--- config.mk ---
export PLATFORM = sky130hd
export DESIGN_NAME = dmem_mmio_uart_flat
export DESIGN_NICKNAME = d
export VERILOG_FILES = /design/src/rtl/dmem_mmio_uart_if.sv /design/src/rtl/dmem_mmio_uart.sv /design/src/flat_wrapper.sv
export SDC_FILE = /design/constraint.sdc
export NUM_CORES = 1
export LEC_CHECK = 0
export CELL_PAD_IN_SITES_DETAIL_PLACEMENT = 1
export CELL_PAD_IN_SITES_GLOBAL_PLACEMENT = 1
export CORE_MARGIN = 4
export CORE_UTILIZATION = 25
export DETAILED_ROUTE_END_ITERATION = 8
export PLACE_DENSITY_LB_ADDON = 0.15
export SYNTH_ARGS = -nofsm -noshare
export SYNTH_HDL_FRONTEND = slang
export SYNTH_SLANG_ARGS = --single-unit
export TNS_END_PERCENT = 5
--- constraint.sdc ---
create_clock -name clk -period 3.1 [get_ports clk]
set_input_delay 0.465 -clock clk [delete_from_list [all_inputs] [get_ports clk]]
set_output_delay 0.465 -clock clk [all_outputs]
set_load 0.1 [all_outputs]
--- src/rtl/dmem_mmio_uart_if.sv ---
// Data-memory write channel between the core and dmem_mmio_uart.
// A write completes on a rising clk edge where wreq && wvalid; the core holds
// waddr/wdata/wstrb stable while wreq is high and wvalid is low.
interface dmem_mmio_uart_if;
    logic        wreq;
    logic [31:0] waddr;
    logic [31:0] wdata;
    logic [3:0]  wstrb;
    logic        wvalid;
    logic        mem_wready;

    modport master (
        output wreq, waddr, wdata, wstrb,
        input  wvalid, mem_wready
    );

    modport slave (
        input  wreq, waddr, wdata, wstrb,
        output wvalid, mem_wready
    );
endinterface

--- src/rtl/dmem_mmio_uart.sv ---
// MMIO tap on the dmem write channel: PUTC bytes go to an 8N1 UART TX through a
// FIFO, EXIT writes latch a sticky exit code, everything else passes to the RAM.
module dmem_mmio_uart #(
    parameter logic [31:0] PUTC_ADDR  = 32'h9000001c,
    parameter logic [31:0] EXIT_ADDR  = 32'h9000002c,
    parameter int          FIFO_DEPTH = 16,
    parameter int          CLKDIV     = 16
) (
    input  logic                          clk,
    input  logic                          resetb,
    dmem_mmio_uart_if.slave               bus,
    output logic                          uart_tx,
    output logic                          exit_valid,
    output logic [31:0]                   exit_code,
    output logic                          tx_idle,
    output logic [$clog2(FIFO_DEPTH):0]   fifo_level,
    output logic [1:0]                    dbg_tx_state
);
    localparam int AW = $clog2(FIFO_DEPTH);
    localparam int LW = AW + 1;
    localparam int CW = $clog2(CLKDIV);

    typedef enum logic [1:0] {ST_IDLE, ST_START, ST_DATA, ST_STOP} tx_state_e;

    tx_state_e   state_q, state_d;
    logic [CW-1:0] timer_q, timer_d;
    logic [2:0]  bit_idx_q, bit_idx_d;
    logic [7:0]  shift_q, shift_d;
    logic        tx_q, tx_d;
    logic [AW-1:0] wr_ptr_q, wr_ptr_d, rd_ptr_q, rd_ptr_d;
    logic [LW-1:0] count_q, count_d;
    logic        exit_valid_q, exit_valid_d;
    logic [31:0] exit_code_q, exit_code_d;
    logic [7:0]  mem_q [FIFO_DEPTH];

    logic hit_putc, hit_exit, fifo_full, fifo_empty;
    logic accept, push, pop, timer_done;
    logic unused_strb;

    assign hit_putc   = (bus.waddr == PUTC_ADDR);
    assign hit_exit   = (bus.waddr == EXIT_ADDR);
    assign fifo_full  = (count_q == LW'(FIFO_DEPTH));
    assign fifo_empty = (count_q == '0);
    // Full flag only: a pop in the same cycle does not open the door early.
    assign bus.wvalid     = !(hit_putc && fifo_full);
    assign bus.mem_wready = bus.wreq && !hit_putc && !hit_exit;
    assign accept     = bus.wreq && bus.wvalid;
    assign push       = accept && hit_putc && bus.wstrb[0];
    assign timer_done = (timer_q == CW'(CLKDIV - 1));
    assign unused_strb = ^bus.wstrb[3:1];

    assign uart_tx      = tx_q;
    assign exit_valid   = exit_valid_q;
    assign exit_code    = exit_code_q;
    assign fifo_level   = count_q;
    assign tx_idle      = (state_q == ST_IDLE) && fifo_empty;
    assign dbg_tx_state = state_q;

    always_comb begin
        wr_ptr_d     = wr_ptr_q;
        rd_ptr_d     = rd_ptr_q;
        exit_valid_d = exit_valid_q;
        exit_code_d  = exit_code_q;
        if (push) wr_ptr_d = wr_ptr_q + AW'(1);
        if (pop)  rd_ptr_d = rd_ptr_q + AW'(1);
        count_d = count_q + LW'(push) - LW'(pop);
        if (accept && hit_exit && !exit_valid_q) begin
            exit_valid_d = 1'b1;
            exit_code_d  = bus.wdata;
        end
    end

    always_comb begin
        state_d   = state_q;
        timer_d   = timer_q;
        bit_idx_d = bit_idx_q;
        shift_d   = shift_q;
        tx_d      = tx_q;
        pop       = 1'b0;
        case (state_q)
            ST_IDLE: begin
                if (!fifo_empty) begin
                    pop     = 1'b1;
                    shift_d = mem_q[rd_ptr_q];
                    tx_d    = 1'b0;
                    timer_d = '0;
                    state_d = ST_START;
                end
            end
            ST_START: begin
                if (timer_done) begin
                    timer_d   = '0;
                    tx_d      = shift_q[0];
                    bit_idx_d = '0;
                    state_d   = ST_DATA;
                end else begin
                    timer_d = timer_q + CW'(1);
                end
            end
            ST_DATA: begin
                if (timer_done) begin
                    timer_d = '0;
                    if (bit_idx_q == 3'd7) begin
                        tx_d    = 1'b1;
                        state_d = ST_STOP;
                    end else begin
                        shift_d   = {1'b0, shift_q[7:1]};
                        tx_d      = shift_q[1];
                        bit_idx_d = bit_idx_q + 3'd1;
                    end
                end else begin
                    timer_d = timer_q + CW'(1);
                end
            end
            ST_STOP: begin
                // Chain straight into the next start bit when more bytes wait.
                if (timer_done) begin
                    timer_d = '0;
                    if (!fifo_empty) begin
                        pop     = 1'b1;
                        shift_d = mem_q[rd_ptr_q];
                        tx_d    = 1'b0;
                        state_d = ST_START;
                    end else begin
                        state_d = ST_IDLE;
                    end
                end else begin
                    timer_d = timer_q + CW'(1);
                end
            end
            default: state_d = ST_IDLE;
        endcase
    end

    always_ff @(posedge clk or negedge resetb) begin
        if (!resetb) begin
            state_q      <= ST_IDLE;
            timer_q      <= '0;
            bit_idx_q    <= '0;
            shift_q      <= '0;
            tx_q         <= 1'b1;
            wr_ptr_q     <= '0;
            rd_ptr_q     <= '0;
            count_q      <= '0;
            exit_valid_q <= 1'b0;
            exit_code_q  <= '0;
        end else begin
            state_q      <= state_d;
            timer_q      <= timer_d;
            bit_idx_q    <= bit_idx_d;
            shift_q      <= shift_d;
            tx_q         <= tx_d;
            wr_ptr_q     <= wr_ptr_d;
            rd_ptr_q     <= rd_ptr_d;
            count_q      <= count_d;
            exit_valid_q <= exit_valid_d;
            exit_code_q  <= exit_code_d;
        end
    end

    // Storage needs no reset: occupancy is tracked by the pointers and count.
    always_ff @(posedge clk) begin
        if (push) mem_q[wr_ptr_q] <= bus.wdata[7:0];
    end
endmodule

--- src/flat_wrapper.sv ---
// flat-port wrapper written by rule: the top's interface ports become plain ports
module dmem_mmio_uart_flat 
#(
    parameter logic [31:0] PUTC_ADDR  = 32'h9000001c,
    parameter logic [31:0] EXIT_ADDR  = 32'h9000002c,
    parameter int          FIFO_DEPTH = 16,
    parameter int          CLKDIV     = 16
)
  (clk, resetb, uart_tx, exit_valid, exit_code, tx_idle, fifo_level, dbg_tx_state, bus_wreq, bus_waddr, bus_wdata, bus_wstrb, bus_wvalid, bus_mem_wready);
  dmem_mmio_uart_if bus_i ();
  input  logic clk;
  input  logic resetb;
  output logic uart_tx;
  output logic exit_valid;
  output logic [31:0] exit_code;
  output logic tx_idle;
  output logic [$clog2(FIFO_DEPTH):0] fifo_level;
  output logic [1:0] dbg_tx_state;
  input wire logic [$bits(bus_i.wreq)-1:0] bus_wreq;
  input wire logic [$bits(bus_i.waddr)-1:0] bus_waddr;
  input wire logic [$bits(bus_i.wdata)-1:0] bus_wdata;
  input wire logic [$bits(bus_i.wstrb)-1:0] bus_wstrb;
  output wire logic [$bits(bus_i.wvalid)-1:0] bus_wvalid;
  output wire logic [$bits(bus_i.mem_wready)-1:0] bus_mem_wready;
  assign bus_i.wreq = bus_wreq;
  assign bus_i.waddr = bus_waddr;
  assign bus_i.wdata = bus_wdata;
  assign bus_i.wstrb = bus_wstrb;
  assign bus_wvalid = bus_i.wvalid;
  assign bus_mem_wready = bus_i.mem_wready;
  dmem_mmio_uart #(.PUTC_ADDR(PUTC_ADDR), .EXIT_ADDR(EXIT_ADDR), .FIFO_DEPTH(FIFO_DEPTH), .CLKDIV(CLKDIV)) u_core (.clk(clk), .resetb(resetb), .bus(bus_i), .uart_tx(uart_tx), .exit_valid(exit_valid), .exit_code(exit_code), .tx_idle(tx_idle), .fifo_level(fifo_level), .dbg_tx_state(dbg_tx_state));
endmodule
==> metrics.log <==
INFO  metric run_status = completed
INFO  metric drtAntennaViolNets = 0
INFO  metric clock_pin_slew_worst_setup_and_hold_paths = around 0.08 ns
INFO  metric worstSkewPairLatency = 0.44 ns
INFO  metric ioPinCount = between 100 and 150
INFO  metric ys_ff_latch = between 150 and 200
INFO  metric layout.core_utilization = 0.3280
INFO  metric post_synth_most_frequent_cells = 128 x sky130_fd_sc_hd__edfxtp_1, 63 x sky130_fd_sc_hd__dfrtp_1, 33 x sky130_fd_sc_hd__mux4_2
INFO  metric synthFlopType = sky130_fd_sc_hd__edfxtp_1
INFO  metric synth_area_leaders = sky130_fd_sc_hd__edfxtp_1 47%, sky130_fd_sc_hd__dfrtp_1 19%, sky130_fd_sc_hd__mux4_2 9.2%
INFO  metric finalHoldViolations = 0
INFO  metric grt_first_pass_wirelength = 30.78 mm
INFO  metric post-route-min-period = 2.949 ns
INFO  metric worst-path-max-fanout = 6
INFO  metric synthDominantCellAreaShare = 0.4737
INFO  metric cts_buffer_depth = 2
INFO  metric cts-hold-fix-buffers = 0
INFO  metric routed-via-count = approximately 4,700
INFO  metric ys_types = 50
INFO  metric antenna_found_initial = 0
INFO  metric ys_async_sr_fraction = 0.3333
INFO  metric fin_ws = roughly 0.15 ns
INFO  metric critical_path.endpoint_type = output port
INFO  metric die_width = ~190 um
INFO  metric cts-resized-gates = 0
INFO  metric critPathKind = in -> out
INFO  metric drc = 0
INFO  metric p_leak = 4.014 nW
INFO  metric synth.yosys.seq_area_share = 0.6712
INFO  metric numCtsBuffers = 17
INFO  metric mappedNetlistArea = approximately 8000 um2
INFO  metric gate_count_after_technology_mapping = 470
INFO  metric final_nets = approximately 700
INFO  metric place_inst = about 1,000
INFO  metric final.period_utilization = 0.9514
INFO  metric globalRouteTotalUtil = 0.1133
INFO  metric achievable-frequency = ~0.34 GHz
INFO  metric multiInputGateArea = between 2000 and 3000 um2
INFO  metric post-synth-top-area-cell = sky130_fd_sc_hd__edfxtp_1
INFO  metric vias_in_the_first_global_route = between 5,000 and 6,000
INFO  metric critical_path.startpoint_type = primary input
INFO  metric gp_congestion = around 0.68
INFO  metric final.setup_skew = approximately 0.014 ns
INFO  metric grt_overflow_total = 0
INFO  metric drt-vias-per-instance = between 4 and 5
INFO  metric fp.dieH = around 190 um
INFO  metric antenna_cells = 0
INFO  metric detail_route.first_pass.iterations = 4
INFO  metric synth.yosys.warnings = 0
INFO  metric timing.hold.ws = between 0.1 and 0.15 ns
INFO  metric initial_drt_markers = between 200 and 300
INFO  metric layout-area-overhead-vs-synth = 28.53%
INFO  metric power.density = 481.2 nW/um2
INFO  metric dieArea = between 30,000 and 40,000 um2
INFO  metric timing.setup.tns = 0 ns
INFO  metric reg2regPathDepth = 12
INFO  metric detail_route.wirelength = between 15 and 20 mm
INFO  metric grt_util_met3 = 0.02587
INFO  metric worstMarginPinSlew = 0.8792 ns
INFO  metric syn_nets = about 560
INFO  metric post-cts-setup-buffer-count = 0
INFO  metric tritoncts_clock_tree = built
INFO  metric fillerInstances = roughly 3,300
INFO  metric sequential_cell_area = between 5000 and 6000 um2
INFO  metric drv_cap = 0
INFO  metric port_buffers = around 110
INFO  metric global_route.usage.met1 = 0.1441
INFO  metric critPathRequiredTime = approximately 2.6 ns
INFO  metric hpwlAfterDp = between 10 and 15 mm
INFO  metric critical_path_arrival = around 2.5 ns
INFO  metric post_synth.cell_area_avg = roughly 17 um2
INFO  metric floorplan.core_area = about 32,000 um2
INFO  metric slew_headroom = 0.4138
INFO  metric clock_sink_count = 192
INFO  metric vdd.ir_drop.worst = around 0.35 mV
INFO  metric clock-root-buffer = sky130_fd_sc_hd__clkbuf_16
INFO  metric worst_slack_at_placement = 0.08970 ns
INFO  metric hp-class = in -> async
INFO  metric floorplan.initialDensity = 0.2552
INFO  metric rsz_0062_raised_after_global_routing = no
INFO  metric final-instance-count-excl-fill = 1,058
INFO  metric gr-usage-met2 = 0.1926
INFO  metric routedWlPerCell = around 19 um
INFO  metric maximum_level_of_the_cts_h_tree = 4
INFO  metric final-max-slew-violation-count = 0
INFO  metric grt_max_degree = 65
INFO  metric post_route_cells_drive_above_1_share = 0.2600
INFO  metric synth.most_common_cell = sky130_fd_sc_hd__edfxtp_1
INFO  metric rows = 65
INFO  metric setup_violating_endpoint_count_in_the_final_report = 0
INFO  metric synth_enable_flop_cells = roughly 130
INFO  metric busiest_layer = met2
[flip-flops by register name, indices dropped and copies added, names as in the netlist]
signal / count
u_core.dbg_tx_state: 2
u_core.bit_idx_q: 3
u_core.exit_code: 32
u_core.shift_q: 8
u_core.uart_tx: 1
u_core.fifo_level: 5
u_core.wr_ptr_q: 4
u_core.mem_q: 128
u_core.exit_valid: 1
u_core.timer_q: 4
u_core.rd_ptr_q: 4
[layout make-up]
type                            instances  area share
Sequential cell                       192      0.5229
Tap cell                              435     0.05219
Multi-Input combinational cell        243      0.2404
Inverter                               16    0.005759
Timing Repair Buffer                  140      0.1238
Clock buffer                           19     0.04355
Clock inverter                         13     0.01140
[worst paths after layout]
| path | startpoint | endpoint | slack (ns) |
|---|---|---|---|
| min in group clk | u_core.exit_code[25] | u_core.exit_code[25] | 0.50 |
| worst min register to register | u_core.exit_code[25] | u_core.exit_code[25] | 0.50 |
| worst max-delay path | bus_waddr[18] | bus_wvalid | 0.15 |
| worst min-delay path | resetb | u_core.timer_q[1] | 0.14 |
| max in group asynchronous | resetb | u_core.fifo_level[2] | 2.34 |
| worst max register to register | u_core.dbg_tx_state[0] | u_core.fifo_level[4] | 0.38 |
[report_power, final]
group	switching, mW	internal [mW]	leakage [nW]
clock network	1.03	1.11	0.277
logic	0.0677	0.0814	1.75
registers	0.00000612	2.74	1.98
[layout by cell type (no fill, tap or decap), drive strengths merged, types with 8 or more instances in the layout]
cell and count:
edfxtp 128, buf 74, clkdlybuf4s50 66, dfrtp 63, mux2 35, mux4 33
inv 23, nand2 20, ha 19, clkbuf 19, a22oi 14, and4 12
and3 9, nor4 9, o21ai 8
[metrics by stage]
| stage | total power [mW] | cell area, um2 |
|---|---|---|
| 2_1_floorplan | 2.807 | 8119 |
| 3_3_place_gp | 2.938 | 9856 |
| 3_5_place_dp | 2.945 | 9856 |
| 4_1_cts | 5.108 | 10430 |
| 5_1_grt | 5.238 | 10430 |
| 6_report | 5.019 | 10430 |
[per-layer routing]
metal	wire (um)	up-vias
li1	-	2138
met1	8548	2427
met2	10100	100
met3	801	17
met4	261	0
met5	0	-
[critical path, stage by stage]
cell	delay [ns]
sky130_fd_sc_hd__clkdlybuf4s50_1	0.40
sky130_fd_sc_hd__nor4_1	0.34
sky130_fd_sc_hd__nand4_2	0.18
sky130_fd_sc_hd__buf_4	0.20
sky130_fd_sc_hd__or4b_2	0.70
sky130_fd_sc_hd__buf_12	0.20
[cell families after synthesis]
family | after synthesis | share of synthesized area
xor+xnor | 11 | 0.01187
mux | 69 | 0.1414
fa+ha+maj | 20 | 0.03177
compound gates | 50 | 0.04827
simple gates | 93 | 0.07571
buf+inv | 35 | 0.01974
flops | 192 | 0.6712
No activity file was read; power rests on OpenSTA's default activity.
